## config.mk

```make
export PLATFORM = sky130hd
export DESIGN_NAME = disp_scan_ctrl
export DESIGN_NICKNAME = d
export VERILOG_FILES = /design/src/rtl/disp_pkg.sv /design/src/rtl/disp_wr_arb.sv /design/src/rtl/disp_scan_ctrl.sv
export SDC_FILE = /design/constraint.sdc
export NUM_CORES = 1
export LEC_CHECK = 0
export ABC_CLOCK_PERIOD_IN_PS = 3400
export BUFFER_PORTS_ARGS = -buffer_cell sky130_fd_sc_hd__buf_2
export CAP_MARGIN = 20
export CORE_MARGIN = 2
export CORE_UTILIZATION = 55
export CTS_BUF_LIST = sky130_fd_sc_hd__clkbuf_4
export DETAILED_ROUTE_END_ITERATION = 10
export HOLD_SLACK_MARGIN = 0.12
export PLACE_DENSITY = 0.74
export SYNTH_ARGS = -nofsm -noshare
export SYNTH_HDL_FRONTEND = slang
export SYNTH_SLANG_ARGS = --single-unit
```

## constraint.sdc

```tcl
create_clock -name clk100khz -period 3.4 [get_ports clk100khz]
set_input_delay 0.34 -clock clk100khz [delete_from_list [all_inputs] [get_ports clk100khz]]
set_output_delay 0.34 -clock clk100khz [all_outputs]
set_load 0.005 [all_outputs]
```

## src/rtl/disp_pkg.sv

```systemverilog
// Shared display types and constants for the multiplexed 7-segment scan
// controller and the key-entry logic.
package disp_pkg;

  localparam int DIGITS_MAX = 8;
  localparam logic [7:0] SEG_BLANK = 8'h00;

  typedef enum logic {SCAN_ON, SCAN_BLANK} scan_state_e;

  // Segment codes for 0-9, bit0 = seg a ... bit6 = seg g, dp off.
  localparam logic [7:0] SEG_DIGIT [10] = '{
    8'h3F, 8'h06, 8'h5B, 8'h4F, 8'h66, 8'h6D, 8'h7D, 8'h07, 8'h7F, 8'h6F
  };

  function automatic logic [DIGITS_MAX-1:0] onehot(input logic [2:0] idx);
    logic [DIGITS_MAX-1:0] v;
    v = '0;
    v[idx] = 1'b1;
    return v;
  endfunction

endpackage

```

## src/rtl/disp_wr_arb.sv

```systemverilog
// Two-port fixed-priority write arbiter; a port granted this cycle sits out
// one cycle, so a held A request cannot starve B.
module disp_wr_arb
  import disp_pkg::*;
(
  input  logic       clk100khz,
  input  logic       rst_n,
  input  logic       i_a_req,
  input  logic [2:0] i_a_idx,
  input  logic [7:0] i_a_seg,
  input  logic       i_b_req,
  input  logic [2:0] i_b_idx,
  input  logic [7:0] i_b_seg,
  output logic       o_a_gnt,
  output logic       o_b_gnt,
  output logic       o_we,
  output logic [2:0] o_idx,
  output logic [7:0] o_seg
);

  logic r_a_gnt, r_b_gnt;
  logic w_a_win, w_b_win;

  assign w_a_win = i_a_req & ~r_a_gnt;
  assign w_b_win = i_b_req & ~r_b_gnt & ~w_a_win;

  always_ff @(posedge clk100khz or negedge rst_n) begin
    if (!rst_n) begin
      r_a_gnt <= 1'b0;
      r_b_gnt <= 1'b0;
    end else begin
      r_a_gnt <= w_a_win;
      r_b_gnt <= w_b_win;
    end
  end

  assign o_a_gnt = r_a_gnt;
  assign o_b_gnt = r_b_gnt;
  assign o_we    = w_a_win | w_b_win;
  assign o_idx   = w_a_win ? i_a_idx : i_b_idx;
  assign o_seg   = w_a_win ? i_a_seg : (w_b_win ? i_b_seg : SEG_BLANK);

endmodule

```

## src/rtl/disp_scan_ctrl.sv

```systemverilog
// Multiplexed 7-segment scan controller: digit register file, dwell/blank
// scan FSM and registered scan/dout/frame_tick outputs.
module disp_scan_ctrl
  import disp_pkg::*;
#(
  parameter int DIGITS = 6,
  parameter int DWELL  = 16,
  parameter int BLANK  = 2
) (
  input  logic              clk100khz,
  input  logic              rst_n,
  input  logic              a_req,
  input  logic [2:0]        a_idx,
  input  logic [7:0]        a_seg,
  output logic              a_gnt,
  input  logic              b_req,
  input  logic [2:0]        b_idx,
  input  logic [7:0]        b_seg,
  output logic              b_gnt,
  output logic [DIGITS-1:0] scan,
  output logic [7:0]        dout,
  output logic              frame_tick
);

  localparam int CNT_MAX = (DWELL > BLANK) ? DWELL : BLANK;
  localparam int CW      = $clog2(CNT_MAX + 1);
  localparam logic [CW-1:0] DWELL_TC = CW'(DWELL - 1);
  localparam logic [CW-1:0] BLANK_TC = CW'((BLANK > 0) ? BLANK - 1 : 0);
  localparam logic [2:0]    DIG_LAST = 3'(DIGITS - 1);

  scan_state_e       r_state, w_state_nxt;
  logic [2:0]        r_dig, w_dig_nxt, w_dig_inc;
  logic [CW-1:0]     r_cnt, w_cnt_nxt;
  logic [7:0]        r_digit [DIGITS];
  logic [DIGITS-1:0] r_scan;
  logic [7:0]        r_dout;
  logic              r_frame_tick;

  logic              w_we;
  logic [2:0]        w_idx;
  logic [7:0]        w_seg, w_rd_seg, w_disp_seg;
  logic [DIGITS_MAX-1:0] w_onehot;

  disp_wr_arb u_arb (
    .clk100khz (clk100khz),
    .rst_n     (rst_n),
    .i_a_req   (a_req),
    .i_a_idx   (a_idx),
    .i_a_seg   (a_seg),
    .i_b_req   (b_req),
    .i_b_idx   (b_idx),
    .i_b_seg   (b_seg),
    .o_a_gnt   (a_gnt),
    .o_b_gnt   (b_gnt),
    .o_we      (w_we),
    .o_idx     (w_idx),
    .o_seg     (w_seg)
  );

  // Out-of-range indices match no register, so the write is dropped.
  always_ff @(posedge clk100khz or negedge rst_n) begin
    if (!rst_n) begin
      for (int i = 0; i < DIGITS; i++) r_digit[i] <= SEG_BLANK;
    end else begin
      for (int i = 0; i < DIGITS; i++)
        if (w_we && w_idx == 3'(i)) r_digit[i] <= w_seg;
    end
  end

  always_comb begin
    w_rd_seg = SEG_BLANK;
    for (int i = 0; i < DIGITS; i++)
      if (r_dig == 3'(i)) w_rd_seg = r_digit[i];
  end

  // Bypass so a write to the digit about to be shown appears with its grant.
  assign w_disp_seg = (w_we && w_idx == r_dig) ? w_seg : w_rd_seg;
  assign w_dig_inc  = (r_dig == DIG_LAST) ? 3'd0 : r_dig + 3'd1;
  assign w_onehot   = onehot(r_dig);

  always_ff @(posedge clk100khz or negedge rst_n) begin
    if (!rst_n) begin
      r_state <= SCAN_ON;
      r_dig   <= 3'd0;
      r_cnt   <= '0;
    end else begin
      r_state <= w_state_nxt;
      r_dig   <= w_dig_nxt;
      r_cnt   <= w_cnt_nxt;
    end
  end

  always_comb begin
    w_state_nxt = r_state;
    w_dig_nxt   = r_dig;
    w_cnt_nxt   = r_cnt + 1'b1;
    case (r_state)
      SCAN_ON: begin
        if (r_cnt == DWELL_TC) begin
          w_cnt_nxt = '0;
          if (BLANK == 0) w_dig_nxt   = w_dig_inc;
          else            w_state_nxt = SCAN_BLANK;
        end
      end
      SCAN_BLANK: begin
        if (r_cnt == BLANK_TC) begin
          w_cnt_nxt   = '0;
          w_state_nxt = SCAN_ON;
          w_dig_nxt   = w_dig_inc;
        end
      end
      default: w_state_nxt = SCAN_ON;
    endcase
  end

  always_ff @(posedge clk100khz or negedge rst_n) begin
    if (!rst_n) begin
      r_scan       <= '0;
      r_dout       <= SEG_BLANK;
      r_frame_tick <= 1'b0;
    end else begin
      r_scan       <= (r_state == SCAN_ON) ? w_onehot[DIGITS-1:0] : '0;
      r_dout       <= (r_state == SCAN_ON) ? w_disp_seg : SEG_BLANK;
      r_frame_tick <= (r_state == SCAN_ON) && (r_dig == 3'd0) && (r_cnt == '0);
    end
  end

  assign scan       = r_scan;
  assign dout       = r_dout;
  assign frame_tick = r_frame_tick;

endmodule

```

Yosys cells after proc, flatten, opt, wreduce, memory -nomap -nowiden
Cells that the tools add are included.
- logic and storage cells: 74
- output and inout bits: 17
- input bits: 26
- register bits: 74
- add/sub/neg operators: 2
- bitwise gates (word level): 8
- reductions and logical operators: 14
- muxes and demuxes: 21
- order comparisons: 2
- eq/ne operators: 13
- operator list (kind ; number):
    8-bit 2-to-1 mux ; 10
    3-bit by 2-bit equality test with 1-bit output, second input constant ; 4
    3-bit equality test, second input constant ; 4
    1-bit logical AND ; 10
    5-bit 2-to-1 mux ; 2
    5-bit one-hot mux with 2 select lines ; 1
    3-bit by 1-bit equality test with 1-bit output, second input constant ; 2
    3-bit logical NOT ; 2
    3-bit 2-to-1 mux ; 2
    6-bit 2-to-1 mux ; 1
    5-bit by 1-bit adder with 5-bit output, second input constant ; 1
    5-bit by 1-bit equality test with 1-bit output, second input constant ; 1
    5-bit by 4-bit equality test with 1-bit output, second input constant ; 1
    5-bit logical NOT ; 1
    3-bit by 4-bit < comparator with 1-bit output, second input constant ; 1
    1-bit inverter ; 4
    3-bit by 1-bit adder with 3-bit output, second input constant ; 1
    1-bit bitwise AND ; 3
    1-bit demux with 3-bit select ; 1
    3-bit equality test ; 1
    3-bit by 1-bit greater-or-equal comparator with 1-bit output, second input constant ; 1
    1-bit 2-to-1 mux ; 3
    1-bit one-hot mux with 2 select lines ; 1
    2-bit AND reduction ; 1
    1-bit OR ; 1

Longest topological paths before layout
- depth in word-level cells: 9
- depth in mapped cells: 10
- depth with buffers taken out: 7

Modules after synthesis
From an unflattened synthesis, not the netlist that was laid out.
- cell total of the unflattened synthesis: 295
- area, all modules: 3647.2 sq um
- by module, submodules not included (module ; instances ; cells an instance ; area each (sq um)):
    disp_scan_ctrl ; 1 ; 268 ; 3331.9
    disp_wr_arb ; 1 ; 27 ; 315.3

Worst setup path after synthesis
OpenSTA, ideal clock, no wires.
- path kind: register to register
- from: register r_dig[0]
- to: register r_dout[0] (netlist: dout[0])
- stages on the path, launching flop included: 11
- slack: 0.978 ns
- arrival time: 2.357 ns
- setup time: 0.065 ns
- path through: dfrtp_1 buf_6 buf_6 buf_2 and2_2 ha_1 clkbuf_1 or2_4 or2_2 a221oi_1 mux2_2
- cells in the longest elaborated chain, start to end: 9
- ends and longest elaborated chain (what ; RTL line ; text):
    start, declared ; disp_scan_ctrl.sv:32 ; logic [2:0] r_dig, w_dig_nxt, w_dig_inc;
    start signal, assigned ; disp_scan_ctrl.sv:88 ; r_dig <= w_dig_nxt;
    3-bit logical NOT ; disp_scan_ctrl.sv:73 ; if (r_dig == 3'(i)) w_rd_seg = r_digit[i];
    8-bit 2-to-1 mux (6 in a row) ; disp_scan_ctrl.sv:73 ;
    8-bit 2-to-1 mux (*) ; disp_scan_ctrl.sv:77 ; assign w_disp_seg = (w_we && w_idx == r_dig) ? w_seg : w_rd_seg;
    8-bit 2-to-1 mux (*) ; disp_scan_ctrl.sv:123 ; r_dout <= (r_state == SCAN_ON) ? w_disp_seg : SEG_BLANK;
    end signal, assigned ; disp_scan_ctrl.sv:123 ;
    end, declared ; disp_scan_ctrl.sv:36 ; logic [7:0] r_dout;
Mark *: on every way between the ends. The rest lies on a longest branch, timed or not.
A chain may end at the register's enable or synchronous reset.

Worst setup path in the final report
- from: register u_arb.r_a_gnt (netlist: u_arb.o_a_gnt)
- to: register r_dout[4] (netlist: dout[4])
- cells in the longest elaborated chain, start to end: 8
- ends and longest elaborated chain (what ; RTL line ; text):
    start, declared ; disp_wr_arb.sv:21 ; logic r_a_gnt, r_b_gnt;
    start signal, assigned ; disp_wr_arb.sv:32 ; r_a_gnt <= w_a_win;
    1-bit inverter (*) ; disp_wr_arb.sv:24 ; assign w_a_win = i_a_req & ~r_a_gnt;
    1-bit bitwise AND (*) ; disp_wr_arb.sv:24 ;
    1-bit inverter ; disp_wr_arb.sv:25 ; assign w_b_win = i_b_req & ~r_b_gnt & ~w_a_win;
    1-bit bitwise AND ; disp_wr_arb.sv:25 ;
    8-bit 2-to-1 mux or 1-bit OR (tied branches) ; disp_wr_arb.sv:41, disp_wr_arb.sv:39 ;
    8-bit 2-to-1 mux or 1-bit logical AND (tied branches) ; disp_wr_arb.sv:41, disp_scan_ctrl.sv:77 ;
    8-bit 2-to-1 mux (*) ; disp_scan_ctrl.sv:77 ;
    8-bit 2-to-1 mux (*) ; disp_scan_ctrl.sv:123 ;
Marked as above.

==> metrics <==
status complete, no violations; CP max-delay cell a221oi_4; final setup TNS 0 ns; number of DRC markers in iteration 0 162; fmax 372 MHz; total congestion overflow 0; period utilization 79.1%; root buffer cell clkbuf_4; I/O Buffers 42; type of the worst min-delay path primary input to asynchronous set/reset pin; GRT Total Usage 22.9%; via count 2,483; Critical Path, Cell by Cell nand2b_1 -> inv_4 -> nand3_2 -> a221oi_4 -> mux2_2; Yosys top cell area share 50.2%; Routed Wire Length 7810 um; Critical Path Start Type flop; final hold slack 0.135 ns; final setup fails 0; largest net degree at the start of global routing 75; CP required 3.70 ns; mapped cell area 3690 sq um; CTS tree built; TritonRoute pass-1 iters 4; Worst-Margin Slew 0.926 ns; Fin Clk Skew 0.0136 ns; Final Hold Vio Count 0; later-pin clock latency in the skew report 0.41 ns; Slew Limit Fails 0; DP Wirelength 5070 um; detailed-route wire length per cell 18.5 um; DRC 0; Worst path max stage delay 0.62 ns; number of synthesized flops with an enable pin 0; Main synth FF type dfrtp_1; sequential fraction of the synthesis area 50.2%; Mapped Cells 296; Final ANT Viol Nets 0; vias per std cell 5.90; PwrDens 564 nW/um^2; CORE AREA 6420 sq um; CTS Buf Count 9; number of core rows 29; RePlAce Congestion 0.730; Max IR drop VDD 269 uV; P_leak 1.92 nW; WP data arrival 2.99 ns; IO Count 43; top-count cell post-synth dfrtp_1; first-pass GRT wire length 12,700 um; DIE AREA 7380 sq um; most common library cells after synthesis 74 x dfrtp_1, 58 x mux2_2, 17 x mux2i_1, 16 x a221oi_1, 16 x nand2_1; H-tree levels 3; ant diodes 0; Mapped Avg Cell Area 12.5 sq um; Fillers 514; worst-path maximum fanout 19; Distinct cells, synth 44; post-cts resize count 0; ys async rst share 100%; Min Clock Period, post-route 2.69 ns; buffer count from post-CTS setup fixing 0; Yosys top cell by area dfrtp_1; # nets final 371; layout cell share with drive strength beyond 1 41.0%; Max-slew headroom 38.2%; setup repair after global routing missed its margin false; crit path capture type flop; clk sink count 74; Clock transition at path regs 0.12 ns; Placed Cells 405; max cap viols 0; Hold Buf Count CTS 0; Post-Layout Cell Count 421; FF+latch count, synth 74; Synth Net Count 328; initial antenna violation count 0; Bufs on Longest Clock Path 2; critical path class flop to flop; initial core utilization 57.5%; Die Height 85.9 um; vias in the first global route 2,526; largest cells by area after synthesis dfrtp_1 50%, mux2_2 18%, mux2i_1 4.6%; Die X 85.9 um; Area Growth Syn to Fin 12.2%; Yosys warning count 0
[worst max-delay path: cells and delay by family, from the launching register on]
family | cells | cell delay (ns)
DFF | 1 | 0.41
and+or+nand+nor | 2 | 0.72
buffers and inverters | 1 | 0.40
muxes | 1 | 0.41
AOI/OAI and AO/OA | 1 | 0.62
[per-stage QoR]
step           total power [mW]  instance area [sq um]  setup slack, ns  utilization (%)
2_1_floorplan              1.45                   3690            0.978                -
3_3_place_gp               1.57                   3940            0.788             61.3
3_5_place_dp               1.60                   3940            0.761             61.3
4_1_cts                    2.35                   4140            0.746             64.5
5_1_grt                    2.46                   4140            0.588             64.5
6_report                   2.33                   4140            0.709             64.5
[state kept, by name (all words and copies together) (netlist names)]
signal and cells:
dout 8, frame_tick 1, r_cnt 5, r_dig 3, r_digit 48, r_state 1
scan 6, u_arb.o_a_gnt 1, u_arb.o_b_gnt 1
[power by group]
part	internal (mW)	switching, mW
logic	0.243	0.177
clock network	0.451	0.306
registers	1.07	0.0894
[layout make-up]
cell class	instances	area, sq um	share of cell area, %
inverter	8	32.5	0.785
sequential	74	1850	44.7
multi-input combinational	198	1700	41.1
clock inverter	6	129	3.11
timing repair buffer	48	255	6.16
tap	77	96.3	2.33
clock buffer	10	75.1	1.81
[worst paths after layout]
kind / slack, ns / cells after the start / start / to
setup / recovery: 0.71 / 5 / u_arb.o_a_gnt$_DFF_PN0_ / dout[4]$_DFF_PN0_
setup reg to reg: 0.71 / 5 / u_arb.o_a_gnt$_DFF_PN0_ / dout[4]$_DFF_PN0_
hold / removal: 0.13 / 2 / rst_n / r_cnt[2]$_DFF_PN0_
hold reg to reg: 0.52 / 1 / r_digit[37]$_DFFE_PN0P_ / r_digit[37]$_DFFE_PN0P_
min in group clk100khz: 0.36 / 4 / a_seg[1] / dout[1]$_DFF_PN0_
max in group asynchronous: 2.67 / 2 / rst_n / dout[4]$_DFF_PN0_
[cells in the final DEF, fill, tap and decap left out, drive strengths merged, types with 3 or more instances in the layout]
master and n:
buf 48, nor3b 7, mux2 58, nand2 16, and3 3, mux2i 17
dfrtp 74, a21oi 10, o21ai 4, nor3 3, clkbuf 10, a221oi 17
or2 9, nand3 13, ha 6, inv 8, nor2 9, bufinv 4
xnor2 6
[metal layers]
layer / share of wire [%] / vias up / global-route usage [%] / routed length (um)
met1: 44 / 1233 / 30.2 / 3410
met2: 49 / 68 / 36.2 / 3800
met4: 2.3 / 0 / 10.5 / 181
met5: 0 / - / 0 / 0
li1: - / 1168 / - / -
met3: 5.3 / 14 / 4.81 / 413
[logic make-up after synthesis]
kind of cell	synth area share, %
muxes	22.3
DFF	50.2
and+or+nand+nor	11.3
xor gates and xnor gates	1.86
adders and majority gates	2.03
buffers and inverters	3.76
AOI/OAI and AO/OA	8.57
Note: power is estimated with default switching activity, not from simulation.
